`src/rtl/seq_recognizer_param.sv`:
```
// Runtime-programmable serial pattern recognizer with Mealy match flag and saturating match counter.
// Counter is built only when SEQ_RECOGNIZER_MATCH_COUNT_EN is defined; otherwise match_count is tied to 0.
module seq_recognizer_param #(
    parameter int               PAT_W   = 4,
    parameter logic [PAT_W-1:0] PAT_RST = '0,
    parameter int               CNT_W   = 8
) (
    input  logic             clock,
    input  logic             reset,
    input  logic             load,
    input  logic [PAT_W-1:0] pattern_in,
    input  logic             overlap,
    input  logic             valid,
    input  logic             x,
    output logic             z,
    output logic [CNT_W-1:0] match_count
);

    // fill view | meaning
    // EMPTY     | fill == 0, no history accepted since reset/load/flush
    // FILLING   | 0 < fill < PAT_W-1, history partially valid
    // ARMED     | fill == PAT_W-1, the next valid bit can complete a match
    localparam int               FILL_W   = (PAT_W > 2) ? $clog2(PAT_W) : 1;
    localparam logic [FILL_W-1:0] FILL_MAX = FILL_W'(PAT_W - 1);

    logic [PAT_W-1:0]  pat_reg, pat_nxt;
    logic [PAT_W-2:0]  hist, hist_nxt;
    logic [FILL_W-1:0] fill, fill_nxt;
    logic [PAT_W-1:0]  window;
    logic              armed;
    logic              hit;

    always_ff @(posedge clock or negedge reset) begin
        if (!reset) begin
            pat_reg <= PAT_RST;
            hist    <= '0;
            fill    <= '0;
        end else begin
            pat_reg <= pat_nxt;
            hist    <= hist_nxt;
            fill    <= fill_nxt;
        end
    end

    always_comb begin
        window   = {hist, x};
        armed    = (fill == FILL_MAX);
        hit      = valid & ~load & armed & (window == pat_reg);
        pat_nxt  = pat_reg;
        hist_nxt = hist;
        fill_nxt = fill;
        if (load) begin
            pat_nxt  = pattern_in;
            hist_nxt = '0;
            fill_nxt = '0;
        end else if (valid) begin
            // A non-overlapping hit discards its bits so the next match needs a full fresh window.
            if (hit && !overlap) begin
                hist_nxt = '0;
                fill_nxt = '0;
            end else begin
                hist_nxt = window[PAT_W-2:0];
                fill_nxt = armed ? fill : fill + 1'b1;
            end
        end
    end

    assign z = hit;

`ifdef SEQ_RECOGNIZER_MATCH_COUNT_EN
    logic [CNT_W-1:0] cnt;

    always_ff @(posedge clock or negedge reset) begin
        if (!reset) begin
            cnt <= '0;
        end else if (load) begin
            cnt <= '0;
        end else if (hit && (cnt != {CNT_W{1'b1}})) begin
            cnt <= cnt + 1'b1;
        end
    end

    assign match_count = cnt;
`else
    assign match_count = '0;
`endif

endmodule

```
`config.mk`:
```
export PLATFORM = sky130hd
export DESIGN_NAME = seq_recognizer_param
export DESIGN_NICKNAME = d
export VERILOG_FILES = /design/src/rtl/seq_recognizer_param.sv
export SDC_FILE = /design/constraint.sdc
export NUM_CORES = 1
export LEC_CHECK = 0
export ABC_AREA = 0
export CORE_MARGIN = 10
export CORE_UTILIZATION = 37
export DETAILED_ROUTE_END_ITERATION = 16
export MAX_ROUTING_LAYER = met4
export PLACE_DENSITY_LB_ADDON = 0.05
export SYNTH_ARGS = -nofsm -noshare
export SYNTH_HDL_FRONTEND = slang
export SYNTH_SLANG_ARGS = --single-unit
```
`constraint.sdc`:
```
create_clock -name clock -period 1.5 [get_ports clock]
set_clock_uncertainty 0.1 [all_clocks]
set_input_delay 0.3 -clock clock [delete_from_list [all_inputs] [get_ports clock]]
set_output_delay 0.3 -clock clock [all_outputs]
set_load 0.01 [all_outputs]
```
-- Word level (Yosys, flattened, before mapping)
Cells that the tools add are included.
- register bits after elaboration: 9
- output and inout port bits: 9
- word-level logic and storage cells: 22
- add/sub/neg operators: 1
- equality and inequality tests: 3
- multiplexer cells: 7
- bitwise logic cells: 4
- reduce and logical (&&, ||, !) cells: 4
- operator list (operator ; number):
    $mux 3 ; 3
    $mux 2 ; 4
    $eq 4x4->1 ; 1
    $and 1x1->1 ; 3
    $ne 3x2->1 const B ; 1
    $add 2x1->2 const B ; 1
    $eq 2x2->1 const B ; 1
    $reduce_and 2->1 ; 1
    $reduce_bool 2->1 ; 1
    $logic_and 1x1->1 ; 1
    $logic_not 1->1 ; 1
    $not 1->1 ; 1

-- Logic depth before layout (Yosys ltp)
Gate-level depths: netlist of the first run.
- depth in word-level cells: 8
- depth in mapped cells: 4
- mapped depth without buffers: 4

-- Least setup slack after synthesis of the first run
Ideal clock, no wire load.
- kind: reg-to-output
- start point: register hist[0]
- end point: output z
- arrival: 1.241 ns
- data required time: 1.100 ns
- slack: -0.141 ns
- stages on the path, launching flop included: 5
- path through: dfrtp_1 -> xor2_1 -> nor4_2 -> nand2_1 -> nor3_1
- cells in the longest elaborated chain, start to end: 2
- ends and longest elaborated chain (what ; RTL line ; RTL):
    from (decl) ; 27 ; logic [PAT_W-2:0] hist, hist_nxt;
    from (signal assigned) ; 40 ; hist <= hist_nxt;
    $eq 4x4->1 ; 48 ; hit = valid & ~load & armed & (window == pat_reg);
    $and 1x1->1 ; 48 ;
    to (decl) ; 15 ; output logic z,
No other way between the ends.

-- Worst setup path in the final report of the first run
Ends and elaborated chain as after synthesis.

==> report_table.html, run 1 <==
<table>
<tr><th>Metric</th><th>Value</th></tr>
<tr><th colspan="2">Die</th></tr>
<tr><td>Core footprint</td><td>0.00130 sq mm</td></tr>
<tr><td>Area of the die</td><td>0.00328 sq mm</td></tr>
<tr><td>Placement row count</td><td>13</td></tr>
<tr><td>Number of ports placed on the die boundary</td><td>19</td></tr>
<tr><td>Initial core utilization</td><td>39.4%</td></tr>
<tr><td>Die height</td><td>57.2 microns</td></tr>
<tr><td>Die boundary width</td><td>57.2 microns</td></tr>
<tr><th colspan="2">Power</th></tr>
<tr><td>Combinational cell fraction of total power</td><td>22.1%</td></tr>
<tr><td>Static leakage power</td><td>0.000342 uW</td></tr>
<tr><td>Total power density per cell area</td><td>827 mW/mm^2</td></tr>
<tr><td>Power after layout</td><td>589 uW</td></tr>
<tr><td>Internal power</td><td>435 uW</td></tr>
<tr><td>Switching power</td><td>153 uW</td></tr>
<tr><td>Switch share</td><td>26.1%</td></tr>
<tr><td>Flop pwr share</td><td>46.6%</td></tr>
<tr><td>Clock group share of total power</td><td>31.3%</td></tr>
<tr><td>Peak supply drop</td><td>751 uV</td></tr>
<tr><th colspan="2">Detailed routing</th></tr>
<tr><td>Iteration count of the initial detailed-routing pass</td><td>3</td></tr>
<tr><td>DR DRC count</td><td>0</td></tr>
<tr><td>Via count</td><td>roughly 390</td></tr>
<tr><td>Vias per std cell</td><td>4.77</td></tr>
<tr><td>Final ANT Viol Nets</td><td>0</td></tr>
<tr><td>Iter 0 DRT Violations</td><td>3</td></tr>
<tr><td>Wire length per cell after detailed routing</td><td>between 10 and 15 microns</td></tr>
<tr><td>Detailed Route WL</td><td>1.19 mm</td></tr>
<tr><th colspan="2">Place</th></tr>
<tr><td>Number of buffer cells added on primary ports</td><td>10</td></tr>
<tr><td>Detailed-placement wirelength estimate</td><td>around 1.0 mm</td></tr>
<tr><td>Post-Place Setup Slack</td><td>-0.903 ns</td></tr>
<tr><td>Post-placement cell count</td><td>76</td></tr>
<tr><td>Total placed instance area</td><td>652 sq um</td></tr>
<tr><td>GPL Wtd Cong</td><td>0.671</td></tr>
<tr><th colspan="2">CTS</th></tr>
<tr><td>Clock tree from TritonCTS</td><td>built</td></tr>
<tr><td>CTS Sinks</td><td>9</td></tr>
<tr><td>Hold buffer count at cts</td><td>0</td></tr>
<tr><td>Num CTS Buffers</td><td>3</td></tr>
<tr><td>H-tree depth</td><td>1</td></tr>
<tr><td>Clock root buffer</td><td>clkbuf_4</td></tr>
<tr><td>Clk pin slew, worst setup/hold paths</td><td>~0.06 ns</td></tr>
<tr><td>Source-to-sink clock delay at the later pin of the worst-skew pair</td><td>0.26 ns</td></tr>
<tr><td>Buffer depth of the longest clock path</td><td>2</td></tr>
<tr><th colspan="2">Critical path</th></tr>
<tr><td>Path type of the worst setup path</td><td>flop to primary output</td></tr>
<tr><td>Crit-path max FO</td><td>2</td></tr>
<tr><td>Worst path max stage delay</td><td>0.40 ns</td></tr>
<tr><td>Max stage delay cell, worst path</td><td>dfrtp_1</td></tr>
<tr><td>Kind of end point of the critical path</td><td>primary output</td></tr>
<tr><td>Crit path DAT</td><td>1.52 ns</td></tr>
<tr><td>Worst EP required</td><td>1.10 ns</td></tr>
<tr><td>Reg2Reg Capture Point</td><td>fill[1]</td></tr>
<tr><td>Number of cell instances on the worst register-to-register path</td><td>5</td></tr>
<tr><td>Source of the worst register-to-register timing path</td><td>hist[0]</td></tr>
<tr><td>Startpoint of the worst setup timing path</td><td>hist[0]</td></tr>
<tr><td>Crit path capture</td><td>z</td></tr>
<tr><td>R2R Setup Slk</td><td>-0.09 ns</td></tr>
<tr><td>Startpoint type of the worst setup path</td><td>flop</td></tr>
<tr><td>Sequence of cells on the critical path</td><td>xor2_1 &gt; nor4_2 &gt; nand2_1 &gt; nor3_2 &gt; buf_2</td></tr>
<tr><th colspan="2">Finish</th></tr>
<tr><td>Signed area change from the synthesized netlist to the final layout</td><td>38.8%</td></tr>
<tr><td>Register area</td><td>about 230 sq um</td></tr>
<tr><td>Final layout net count</td><td>79</td></tr>
<tr><td>Number of fill cells in the layout</td><td>121</td></tr>
<tr><td>Diode count</td><td>0</td></tr>
<tr><td>Combined area of the multi-input logic cells</td><td>272 sq um</td></tr>
<tr><td>Final cell area excluding filler cells</td><td>712 sq um</td></tr>
<tr><td>Max FFs per register</td><td>4</td></tr>
<tr><td>Fraction of final layout cells sized beyond drive strength 1</td><td>approximately 33%</td></tr>
<tr><td>Final std cells w/o fill</td><td>between 80 and 90</td></tr>
<tr><th colspan="2">Global route</th></tr>
<tr><td>Antenna violations before repair</td><td>0</td></tr>
<tr><td>Final global-route overflow total</td><td>0</td></tr>
<tr><td>Via count of the first global-routing pass</td><td>454</td></tr>
<tr><td>Overall track demand over capacity in global routing</td><td>under 10%</td></tr>
<tr><td>Largest net degree at the start of global routing</td><td>11</td></tr>
<tr><td>Wire length of the first global-routing pass</td><td>2.03 mm</td></tr>
<tr><th colspan="2">Logic synthesis</th></tr>
<tr><td>Total standard cell area after synthesis</td><td>about 510 sq um</td></tr>
<tr><td>Mean instance size in the synthesized netlist</td><td>~11 sq um</td></tr>
<tr><td>Flip-flop and latch count after synthesis</td><td>9</td></tr>
<tr><td>Count of mapped cells out of synthesis</td><td>46</td></tr>
<tr><td>Sequential-to-total area share from yosys stat</td><td>43.9%</td></tr>
<tr><td>Unique cell type count in the Yosys netlist</td><td>19</td></tr>
<tr><td>Yosys warnings</td><td>0</td></tr>
<tr><th colspan="2">Run status</th></tr>
<tr><td>Failing checks</td><td>setup timing</td></tr>
<tr><td>Result of the run</td><td>finished with violations</td></tr>
<tr><th colspan="2">Timing</th></tr>
<tr><td>Max-slew violation count</td><td>0</td></tr>
<tr><td>Worst path setup slack after routing</td><td>-0.420 ns</td></tr>
<tr><td>Max frequency</td><td>between 0.5 and 0.6 GHz</td></tr>
<tr><td>Final worst-path cycle share</td><td>128%</td></tr>
<tr><td>Setup violations, final</td><td>6</td></tr>
<tr><td>Minimum clock period after layout</td><td>~1.9 ns</td></tr>
<tr><td>Unrepaired setup endpoints after global routing</td><td>yes</td></tr>
<tr><td>Number of endpoints with negative hold slack in the final report</td><td>0</td></tr>
<tr><th colspan="2">Hold path</th></tr>
<tr><td>Path category of the worst min-delay check</td><td>primary input to asynchronous set/reset pin</td></tr>
<tr><th colspan="2">Job</th></tr>
<tr><td>Maximum capacitance violations</td><td>0</td></tr>
</table>
## worst min path at each step
stage | startpoint | end | slack (ns) | cells past startpoint
4_1_cts | reset | hist[1] | 0.25 | 1
5_1_grt | reset | pat_reg[2] | 0.26 | 1
3_5_place_dp | hist[2] | hist[2] | 0.43 | 1
3_3_place_gp | pat_reg[2] | pat_reg[2] | 0.41 | 1
2_1_floorplan | reset | fill[0] | -0.1 | 0
6_report | reset | hist[1] | 0.23 | 1
## cell families (layout without fill, tap and decap cells)
family          count (synthesis)  after routing  synth area share [%]
mux                             5              5                  10.7
fa+ha+maj                       1              1                  2.44
other cells                     1              8                 0.731
simple gates                    9              9                  10.7
compound gates                  6              6                  10.7
xor+xnor                        4              4                  6.83
flops                           9              9                  43.9
buf+inv                        11             25                  13.9
## layer usage
layer,track usage [%],vias up,wire length [microns]
met3,6.42,2,134
met5,-,-,0
li1,-,186,-
met1,6.64,187,426
met4,2.01,0,14
met2,13.6,16,618
## per-stage QoR
step                      util, %  setup TNS, ns  hold WS, ns
final                        54.7         -0.743        0.233
after global routing         54.7          -1.19        0.256
after CTS                    54.7         -0.833        0.249
after detailed placement     50.1          -3.13        0.425
after global placement       50.1          -2.97        0.415
after floorplan                 -        -0.0710      -0.0956
## worst max-delay path, delay by kind of cell (launching register included)
family / cells / cell delay (ns)
simple gates: 3 / 0.53
flops: 1 / 0.40
xor+xnor: 1 / 0.16
buf+inv: 1 / 0.16
## layout by cell type (no fill, tap or decap), drive strengths merged
master         instances
nand2b                 3
mux2i                  1
nor2                   2
buf                   10
ha                     1
clkbuf                 4
nor4                   1
or4                    1
mux2                   4
a22o                   3
o21ai                  1
clkdlybuf4s50          9
xor2                   4
nor3                   1
nand2                  1
inv                    2
conb                   8
dfrtp                  9
a311oi                 1
a31o                   1
## what timing repair did
item,in CTS,in global routing
buffers inserted,2,0
resized for setup,8,0
pin swaps,5,1
setup endpoints to repair,6,6
## final cells by class
type,instances,area share [%]
well taps,15,2.64
flip-flops and latches,9,31.6
clock buffers,4,3.69
repair buffers,19,22.8
multi-input cells,33,38.1
inverters,2,1.05
## synthesized netlist by cell type
library cell	count	area, sq um
clkbuf_1	1	3.75
dfrtp_1	9	225
mux2_2	4	45.0
inv_1	2	7.51
nand2b_1	3	18.8
a22o_1	3	26.3
ha_1	1	12.5
nand2_1	1	3.75
nor3_1	1	5.00
o21ai_0	1	5.00
buf_4	8	60.1
or4_1	1	7.51
nor4_2	1	12.5
nor2_1	2	7.51
a311oi_2	1	15.0
mux2i_1	1	10.0
xor2_1	4	35.0
conb_1	1	3.75
a31o_2	1	8.76
## power groups by stage
stage	logic, uW	registers (uW)	clock network, uW
after global placement	106	278	0
after floorplan	75.9	276	0
after global routing	141	276	213
after detailed placement	113	280	0
after CTS	131	274	192
final	130	274	184
Note: power is estimated with default switching activity, not from simulation.
==> run 2: changes to the inputs <==
--- a/config.mk
+++ b/config.mk
@@ -8,6 +8,7 @@
 export ABC_AREA = 0
 export CORE_MARGIN = 10
 export CORE_UTILIZATION = 37
+export CTS_CLUSTER_DIAMETER = 120
 export DETAILED_ROUTE_END_ITERATION = 16
 export MAX_ROUTING_LAYER = met4
 export PLACE_DENSITY_LB_ADDON = 0.05
==> results of run 2 <==
No change in the layout: final DEF, timing and power equal those of run 1.
==> run 3: changes to the inputs <==
--- a/config.mk
+++ b/config.mk
@@ -6,6 +6,7 @@
 export NUM_CORES = 1
 export LEC_CHECK = 0
 export ABC_AREA = 0
+export ABC_CLOCK_PERIOD_IN_PS = 1500
 export CORE_MARGIN = 10
 export CORE_UTILIZATION = 37
 export CTS_CLUSTER_DIAMETER = 120
==> results of run 3 <==
No change in the layout: final DEF, timing and power equal those of run 1.
